==> src/rtl/acc_round_sat_pkg.sv <==
// Shared helpers for the tap-sum round/saturate block:
// width calculation and output saturation limits.
package acc_round_sat_pkg;

    function automatic int clog2(input int n);
        int r;
        int v;
        r = 0;
        v = 1;
        while (v < n) begin
            v = v << 1;
            r++;
        end
        return r;
    endfunction

    function automatic int acc_width(input int sizein, input int ntaps);
        return 2 * sizein + 1 + clog2(ntaps);
    endfunction

    function automatic logic signed [63:0] sat_max(input int w);
        return (64'sd1 <<< (w - 1)) - 64'sd1;
    endfunction

    function automatic logic signed [63:0] sat_min(input int w);
        return -(64'sd1 <<< (w - 1));
    endfunction

endpackage

==> src/rtl/sat_fifo2.sv <==
// Two-entry valid/ready output buffer; head is always presented on dout.
// Caller never pushes into a full buffer unless it pops in the same cycle.
module sat_fifo2
    import acc_round_sat_pkg::*;
#(
    parameter int W = 16
) (
    input  logic         clk,
    input  logic         rst_n,
    input  logic         push,
    input  logic         pop,
    input  logic [W-1:0] din,
    output logic [W-1:0] dout,
    output logic         valid,
    output logic [1:0]   count
);

    logic [W-1:0] head;
    logic [W-1:0] tail;

    always_ff @(posedge clk or negedge rst_n) begin
        if (!rst_n) begin
            head  <= '0;
            tail  <= '0;
            count <= 2'd0;
        end else begin
            case (count)
                2'd0: begin
                    if (push) begin
                        head  <= din;
                        count <= 2'd1;
                    end
                end
                2'd1: begin
                    if (push && pop) begin
                        head <= din;
                    end else if (push) begin
                        tail  <= din;
                        count <= 2'd2;
                    end else if (pop) begin
                        count <= 2'd0;
                    end
                end
                2'd2: begin
                    if (pop) begin
                        head <= tail;
                        if (push) begin
                            tail <= din;
                        end else begin
                            count <= 2'd1;
                        end
                    end
                end
                default: count <= 2'd0;
            endcase
        end
    end

    assign dout  = head;
    assign valid = (count != 2'd0);

endmodule

==> src/rtl/acc_round_sat.sv <==
// Sums NTAPS samples per frame, rounds half-up, shifts by SHIFT and
// saturates to SIZEOUT bits, delivering results through a 2-entry buffer.
module acc_round_sat
    import acc_round_sat_pkg::*;
#(
    parameter int SIZEIN  = 16,
    parameter int NTAPS   = 8,
    parameter int SHIFT   = 15,
    parameter int SIZEOUT = 16
) (
    input  logic                        clk,
    input  logic                        rst_n,
    input  logic                        ce,
    input  logic                        clr,
    input  logic signed [2*SIZEIN:0]    din,
    input  logic                        din_valid,
    output logic                        in_ready,
    output logic signed [SIZEOUT-1:0]   dout,
    output logic                        dout_valid,
    input  logic                        dout_ready,
    output logic                        sat_flag
);

    localparam int IW = 2 * SIZEIN + 1;
    localparam int AW = acc_width(SIZEIN, NTAPS);
    localparam int CW = clog2(NTAPS);

    localparam logic [CW-1:0] LAST = CW'(NTAPS - 1);
    localparam logic signed [AW:0] RND  = (AW+1)'((64'd1 << SHIFT) >> 1);
    localparam logic signed [AW:0] QMAX = (AW+1)'(sat_max(SIZEOUT));
    localparam logic signed [AW:0] QMIN = (AW+1)'(sat_min(SIZEOUT));

    logic signed [AW-1:0]      acc;
    logic signed [AW-1:0]      rs_sum;
    logic signed [AW-1:0]      din_ext;
    logic signed [AW-1:0]      sum;
    logic [CW-1:0]             tap;
    logic                      rs_valid;
    logic                      sat_q;
    logic                      accept;
    logic                      last;
    logic                      push;
    logic                      pop;
    logic                      fvalid;
    logic [1:0]                fcount;
    logic signed [AW:0]        r;
    logic signed [AW:0]        q;
    logic signed [SIZEOUT-1:0] res;
    logic                      res_sat;

    // Keep a slot free for whatever the round stage will push next cycle.
    assign pop      = fvalid && dout_ready;
    assign in_ready = ce && rst_n &&
                      !(fcount == 2'd2 ||
                        (fcount == 2'd1 && rs_valid && !pop));

    assign accept  = din_valid && in_ready && !clr;
    assign last    = accept && (tap == LAST);
    assign din_ext = {{(AW-IW){din[IW-1]}}, din};
    assign sum     = acc + din_ext;
    assign push    = rs_valid && ce;

    always_ff @(posedge clk or negedge rst_n) begin
        if (!rst_n) begin
            acc      <= '0;
            tap      <= '0;
            rs_sum   <= '0;
            rs_valid <= 1'b0;
        end else if (ce) begin
            if (clr) begin
                acc <= '0;
                tap <= '0;
            end else if (accept) begin
                if (tap == LAST) begin
                    rs_sum <= sum;
                    acc    <= '0;
                    tap    <= '0;
                end else begin
                    acc <= (tap == '0) ? din_ext : sum;
                    tap <= tap + CW'(1);
                end
            end
            rs_valid <= last;
        end
    end

    always_comb begin
        r       = {rs_sum[AW-1], rs_sum} + RND;
        q       = r >>> SHIFT;
        res     = q[SIZEOUT-1:0];
        res_sat = 1'b0;
        if (q > QMAX) begin
            res     = QMAX[SIZEOUT-1:0];
            res_sat = 1'b1;
        end else if (q < QMIN) begin
            res     = QMIN[SIZEOUT-1:0];
            res_sat = 1'b1;
        end
    end

    always_ff @(posedge clk or negedge rst_n) begin
        if (!rst_n) begin
            sat_q <= 1'b0;
        end else if (ce) begin
            if (clr) begin
                sat_q <= 1'b0;
            end else if (push && res_sat) begin
                sat_q <= 1'b1;
            end
        end
    end

    assign sat_flag   = sat_q;
    assign dout_valid = fvalid;

    sat_fifo2 #(
        .W(SIZEOUT)
    ) u_buf (
        .clk   (clk),
        .rst_n (rst_n),
        .push  (push),
        .pop   (pop),
        .din   (res),
        .dout  (dout),
        .valid (fvalid),
        .count (fcount)
    );

endmodule

==> config.mk <==
export PLATFORM = sky130hd
export DESIGN_NAME = acc_round_sat
export DESIGN_NICKNAME = d
export VERILOG_FILES = /design/src/rtl/acc_round_sat_pkg.sv /design/src/rtl/sat_fifo2.sv /design/src/rtl/acc_round_sat.sv
export SDC_FILE = /design/constraint.sdc
export NUM_CORES = 1
export LEC_CHECK = 0
export CORE_ASPECT_RATIO = 1.5
export CORE_MARGIN = 1.5
export CORE_UTILIZATION = 62
export CTS_CLUSTER_DIAMETER = 50
export DETAILED_ROUTE_END_ITERATION = 8
export HOLD_SLACK_MARGIN = 0.02
export PLACE_DENSITY = 0.94
export SYNTH_ARGS = -nofsm -noshare
export SYNTH_HDL_FRONTEND = slang
export SYNTH_SLANG_ARGS = --single-unit
==> constraint.sdc <==
create_clock -name clk -period 8.64 [get_ports clk]
set_clock_uncertainty 0.1 [all_clocks]
set_input_delay 0.864 -clock clk [delete_from_list [all_inputs] [get_ports clk]]
set_output_delay 0.864 -clock clk [all_outputs]
set_load 0.02 [all_outputs]
* Word-level counts from Yosys, hierarchy flattened
Cells that the tools add are included.
** Word-level totals
- Register bits :: 111
- Bits of input ports :: 39
- Output and inout port bits :: 19
- Logic and storage cells :: 79
** Operators by class
- $add $sub $neg :: 3
- $lt $le $gt $ge :: 2
- Eq/ne operators :: 9
- Mux-type cells :: 28
- Bitwise gates (word level) :: 1
- Reductions and logical operators :: 28
** Operator list (count)
- 36-bit two-way mux :: 4
- 16-bit two-way mux :: 8
- 16-bit case mux with 3 select lines :: 1
- 36-bit by 16-bit adder with 37-bit output (second input constant) :: 1
- 36-bit by 33-bit adder with 36-bit output :: 1
- 16-bit case mux with 2 select lines :: 1
- 22-bit by 16-bit > comparator with 1-bit output (second input constant) :: 1
- 22-bit by 16-bit < comparator with 1-bit output (second input constant) :: 1
- 2-bit two-way mux :: 6
- 1-bit logical AND :: 11
- 3-bit two-way mux :: 3
- 2-bit != test (second input constant) :: 4
- 4-bit AND reduction :: 2
- 2-bit nonzero test :: 4
- 2-bit case mux with 3 select lines :: 1
- 5-bit AND reduction :: 1
- 1-bit two-way mux :: 4
- 2-bit AND reduction :: 2
- 3-bit by 1-bit adder with 3-bit output (second input constant) :: 1
- 3-bit == test (second input constant) :: 1
- 1-bit logical NOT :: 3
- 3-bit logical NOT :: 1
- 3-bit != test (second input constant) :: 1
- 3-bit AND reduction :: 1
- 7 further kinds :: 7

* Depth between registers and ports, before layout
- Word-level depth :: 11
- Depth in mapped cells :: 12

* Hierarchy
From an unflattened synthesis, not the netlist that was laid out.
** Unflattened totals
- Cell total of the unflattened synthesis :: 702
- Area total of the unflattened synthesis :: 6628.9 um^2
** Modules (own cells, without submodules)
- acc_round_sat :: instances 1, cells an instance 601, area each 5058.6 um^2, sequential area each 1576.5 um^2
- sat_fifo2 :: instances 1, cells an instance 101, area each 1570.3 um^2, sequential area each 850.8 um^2

* Worst setup path before layout
Ideal clock, no wire load.
- Kind :: input-to-reg
- Start :: input din[0]
- End :: register acc[34]
- Data arrival time :: 3144 ps
- Setup slack :: 5262 ps
- Stages :: 12
- Path buffers :: 0
- Cells stage by stage :: ha_1 -> fa_1 -> a21oi_1 -> nand4b_1 -> a21oi_1 -> o2111ai_1 -> a31oi_1 -> a41oi_1 -> a22oi_1 -> a31oi_1 -> xor2_1 -> o211ai_1
** On the way
- Cells in the longest elaborated chain, start to end :: 5
** RTL lines
- start, declared :: line acc_round_sat.sv:15 : input logic signed [2*SIZEIN:0] din,
- 36-bit by 33-bit adder with 36-bit output :: line acc_round_sat.sv:60 : assign sum = acc + din_ext;
- 36-bit two-way mux :: line acc_round_sat.sv:79 : acc <= (tap == '0) ? din_ext : sum;
- 36-bit two-way mux :: line acc_round_sat.sv:74 : if (tap == LAST) begin
- 36-bit two-way mux :: line acc_round_sat.sv:73 : end else if (accept) begin
- 36-bit two-way mux :: line acc_round_sat.sv:70 : if (clr) begin
- end signal, assigned :: line acc_round_sat.sv:79
- end, declared :: line acc_round_sat.sv:33 : logic signed [AW-1:0] acc;
No other way between the ends. The select of a mux whose other input is x is not followed.
A chain may end at the register's enable or synchronous reset.

* Worst setup path after layout
- Start :: input din[0]
- End :: register rs_sum[34]
** On the way
- Cells in the longest elaborated chain, start to end :: 1
** RTL lines
- 36-bit by 33-bit adder with 36-bit output :: line acc_round_sat.sv:60
- end signal, assigned :: line acc_round_sat.sv:75 : rs_sum <= sum;
- end, declared :: line acc_round_sat.sv:34 : logic signed [AW-1:0] rs_sum;
No other way between the ends.

==> flow_summary.json <==
{
  "outcome": "completed",
  "cts_root_buffer": "clkbuf_16",
  "gp_congestion": 0.9637,
  "max_stage_delay_ps": 480,
  "synth-warning-count": 0,
  "maxCapViolations": 0,
  "slowest_stage": "clkdlybuf4s50_1",
  "r2r_setup_slack_ps": 5190,
  "arrival_ps": 4070,
  "seqPwrFrac_pct": 40.3,
  "fillers": 740,
  "num_io_pins": 58,
  "swShare_pct": 29.87,
  "core_sq_mm": 0.01019,
  "drv_slew": 0,
  "p_leak_uw": 0.003437,
  "area_growth_syn_to_layout_pct": 14.88,
  "synthArstFlopShare_pct": 100.0,
  "synth_nets": 839,
  "rows": 45,
  "p_int_uw": 884.0,
  "via_per_inst": 6.195,
  "cts_buffers": 9,
  "path_delay_family": "compound AO/OA/AOI/OAI gates",
  "power.switching_uw": 376.5,
  "drt_iter0_markers": 397,
  "setup-violations-final": 0,
  "worst_pin_slew_ps": 1197,
  "layout-drive-gt1-share_pct": 6.359,
  "ys.flop_type": "dfrtp_1",
  "seq_area_frac_synth_pct": 37.34,
  "yosys.cell_types.count": 63,
  "synth_top_area_share_pct": 37.34,
  "post_cts_buffers": 0,
  "fmax_ghz": 0.2507,
  "post_drt_wl_per_cell_microns": 16.73,
  "holdBufCountCts": 0,
  "post_cts_resized": 0,
  "min_path_type": "in2async",
  "clockBufferDepth": 2,
  "maxSlewHeadroom_pct": 20.17,
  "port_buffers": 57,
  "clkSlewWorstSetupHoldPaths_ps": 70,
  "synth_commonest_cells": "nor2_1 (109), dfrtp_1 (97), nand2_1 (78)",
  "clk_latency_ps": 350,
  "avgSynthCellArea_sq_um": 8.554,
  "vias": 5842,
  "antenna_found_initial": 0,
  "startpoint_type": "input port",
  "powerDensity_mw_per_mm2": 168.8,
  "ys_seq_elements": 97,
  "placed_area_sq_mm": 0.007144,
  "start_util_pct": 63.79,
  "period_needed_ps": 3989,
  "die_area_sq_mm": 0.01112,
  "wirelength_microns": 15780,
  "critPathKind": "in2reg",
  "die_h_microns": 128.4,
  "ir_worst_vdd_mv": 0.1092,
  "p_clk_share_pct": 35.3,
  "path_cells": "clkdlybuf4s50_1 -> ha_1 -> fa_1 -> a21oi_1 -> nand4b_1 -> a21oi_1 -> o2111ai_1 -> a31oi_1 -> a41oi_1 -> a22oi_1 -> a31oi_1 -> xor2_1 -> o21ai_0",
  "comb_power_share_pct": 24.4,
  "cts_tree": "built",
  "synth-edff-count": 0,
  "grt_pass1_vias": 5727,
  "drc": 0,
  "postLayoutCellArea_sq_mm": 0.007468,
  "clock-sinks": 97,
  "synth.most_common_cell": "nor2_1",
  "synth_top_area_cell": "dfrtp_1",
  "syn_inst": 760,
  "track_usage_pct": 29.52,
  "rsz0062_at_grt": "no",
  "die_w_microns": 86.61,
  "finalCritPeriodShare_pct": 46.17,
  "ys_top_cells_by_area": "dfrtp_1 (37%), ha_1 (7.5%), nor2_1 (6.3%)",
  "worstSetupEndpointType": "flip-flop",
  "tns_ps": 0,
  "worstPathRequired_ps": 8720,
  "ant_nets": 0,
  "fin_nets": 877,
  "crit_buf_inv": 1,
  "grt_overflow_total": 0,
  "antennaDiodeCount": 0,
  "grt_start_max_net_pins": 73,
  "dpl.hpwl_microns": 11360,
  "drtPass1Iterations": 5,
  "netlist_area_sq_mm": 0.006501,
  "grt_pass1_wl_microns": 26010,
  "cts-htree-levels": 3,
  "fin_util_pct": 73.28,
  "path_max_fanout": 4,
  "final_hold_viol_count": 0
}
==> routing by layer <==
metal  GRT usage, %  wire, microns  vias to the layer above  share of wire, %
li1               -              -                     2799                 -
met5              0              0                        -                 0
met3          4.233            745                       64               4.7
met1          33.14           6123                     2768                39
met4          16.32            714                        0               4.5
met2          53.03           8192                      211                52
==> through the flow <==
stage	hold slack [ps]	worst slack [ps]	instances	total power (uW)
final	302.4	4651	943	1261
after CTS	313.6	4718	943	1261
after detailed placement	369.7	4374	928	818.7
after floorplan	347.3	5262	760	708.8
after global placement	366.2	4499	928	807.5
after global routing	329.5	4364	943	1312
==> final timing paths <==
check                           startpoint       endpoint  depth (start not counted)
worst max-delay path                din[0]     rs_sum[34]                         13
worst min-delay path                 rst_n  u_buf.dout[1]                          1
worst max register to register  rs_sum[14]  u_buf.dout[8]                         10
worst min register to register      acc[2]         acc[2]                          2
max in group asynchronous            rst_n     rs_sum[31]                          2
min in group clk                    acc[2]         acc[2]                          2
==> registers in the layout (all words and copies together) (netlist names) <==
signal / count
sat_flag: 1
acc: 36
u_buf.dout: 16
tap: 3
u_buf.count: 2
rs_sum: 22
rs_valid: 1
u_buf.tail: 16
==> power by group through the flow <==
stage,sequential (uW),clock (uW),combinational (uW)
after floorplan,533,0,176
after global placement,514,0,294
after detailed placement,517,0,302
after CTS,508,449,304
after global routing,511,464,337
final,508,445,307
==> worst register-to-register path, stage by stage, from the launching register on <==
cell      delay, ps
dfrtp_1         410
ha_1            240
nand4_1         220
or3_1           500
nor2_1          270
or4_1           190
a21oi_2          70
a21oi_1         140
a31o_1          800
nor3_1          120
a311oi_1        280
==> cells by family (layout without fill, tap and decap cells) <==
family | count (synthesis) | in the layout | share of synthesized area, %
flops | 97 | 97 | 37.34
xor+xnor | 46 | 46 | 6.197
compound gates | 224 | 224 | 21.82
simple gates | 272 | 272 | 19.11
fa+ha+maj | 40 | 40 | 7.814
mux | 26 | 26 | 4.253
buf+inv | 55 | 97 | 3.464
==> cell usage in the layout, fill, tap and decap left out, drive strengths merged, types with 6 or more instances in the layout <==
cell type and count:
nor2 109, dfrtp 97, nand2 78, o21ai 66
a21oi 57, clkdlybuf4s50 56, ha 39, xnor2 24
a211oi 22, xor2 22, inv 22, nor3 20
nand3 18, a21o 15, mux2i 13, mux2 13
clkbuf 10, nand4 9, nand2b 8, and3 8
o21bai 8, a31oi 7, buf 6
==> cell type report <==
cell class                      instances  area (sq um)  area share [%]
Clock buffer                           10         239.0           3.200
Clock inverter                          5         85.08           1.139
Tap cell                              141         176.4           2.362
Multi-Input combinational cell        608          3860           51.68
Inverter                               20         75.07           1.005
Sequential cell                        97          2427           32.50
Timing Repair Buffer                   62         605.6           8.109
(Power assumes the default switching activity.)
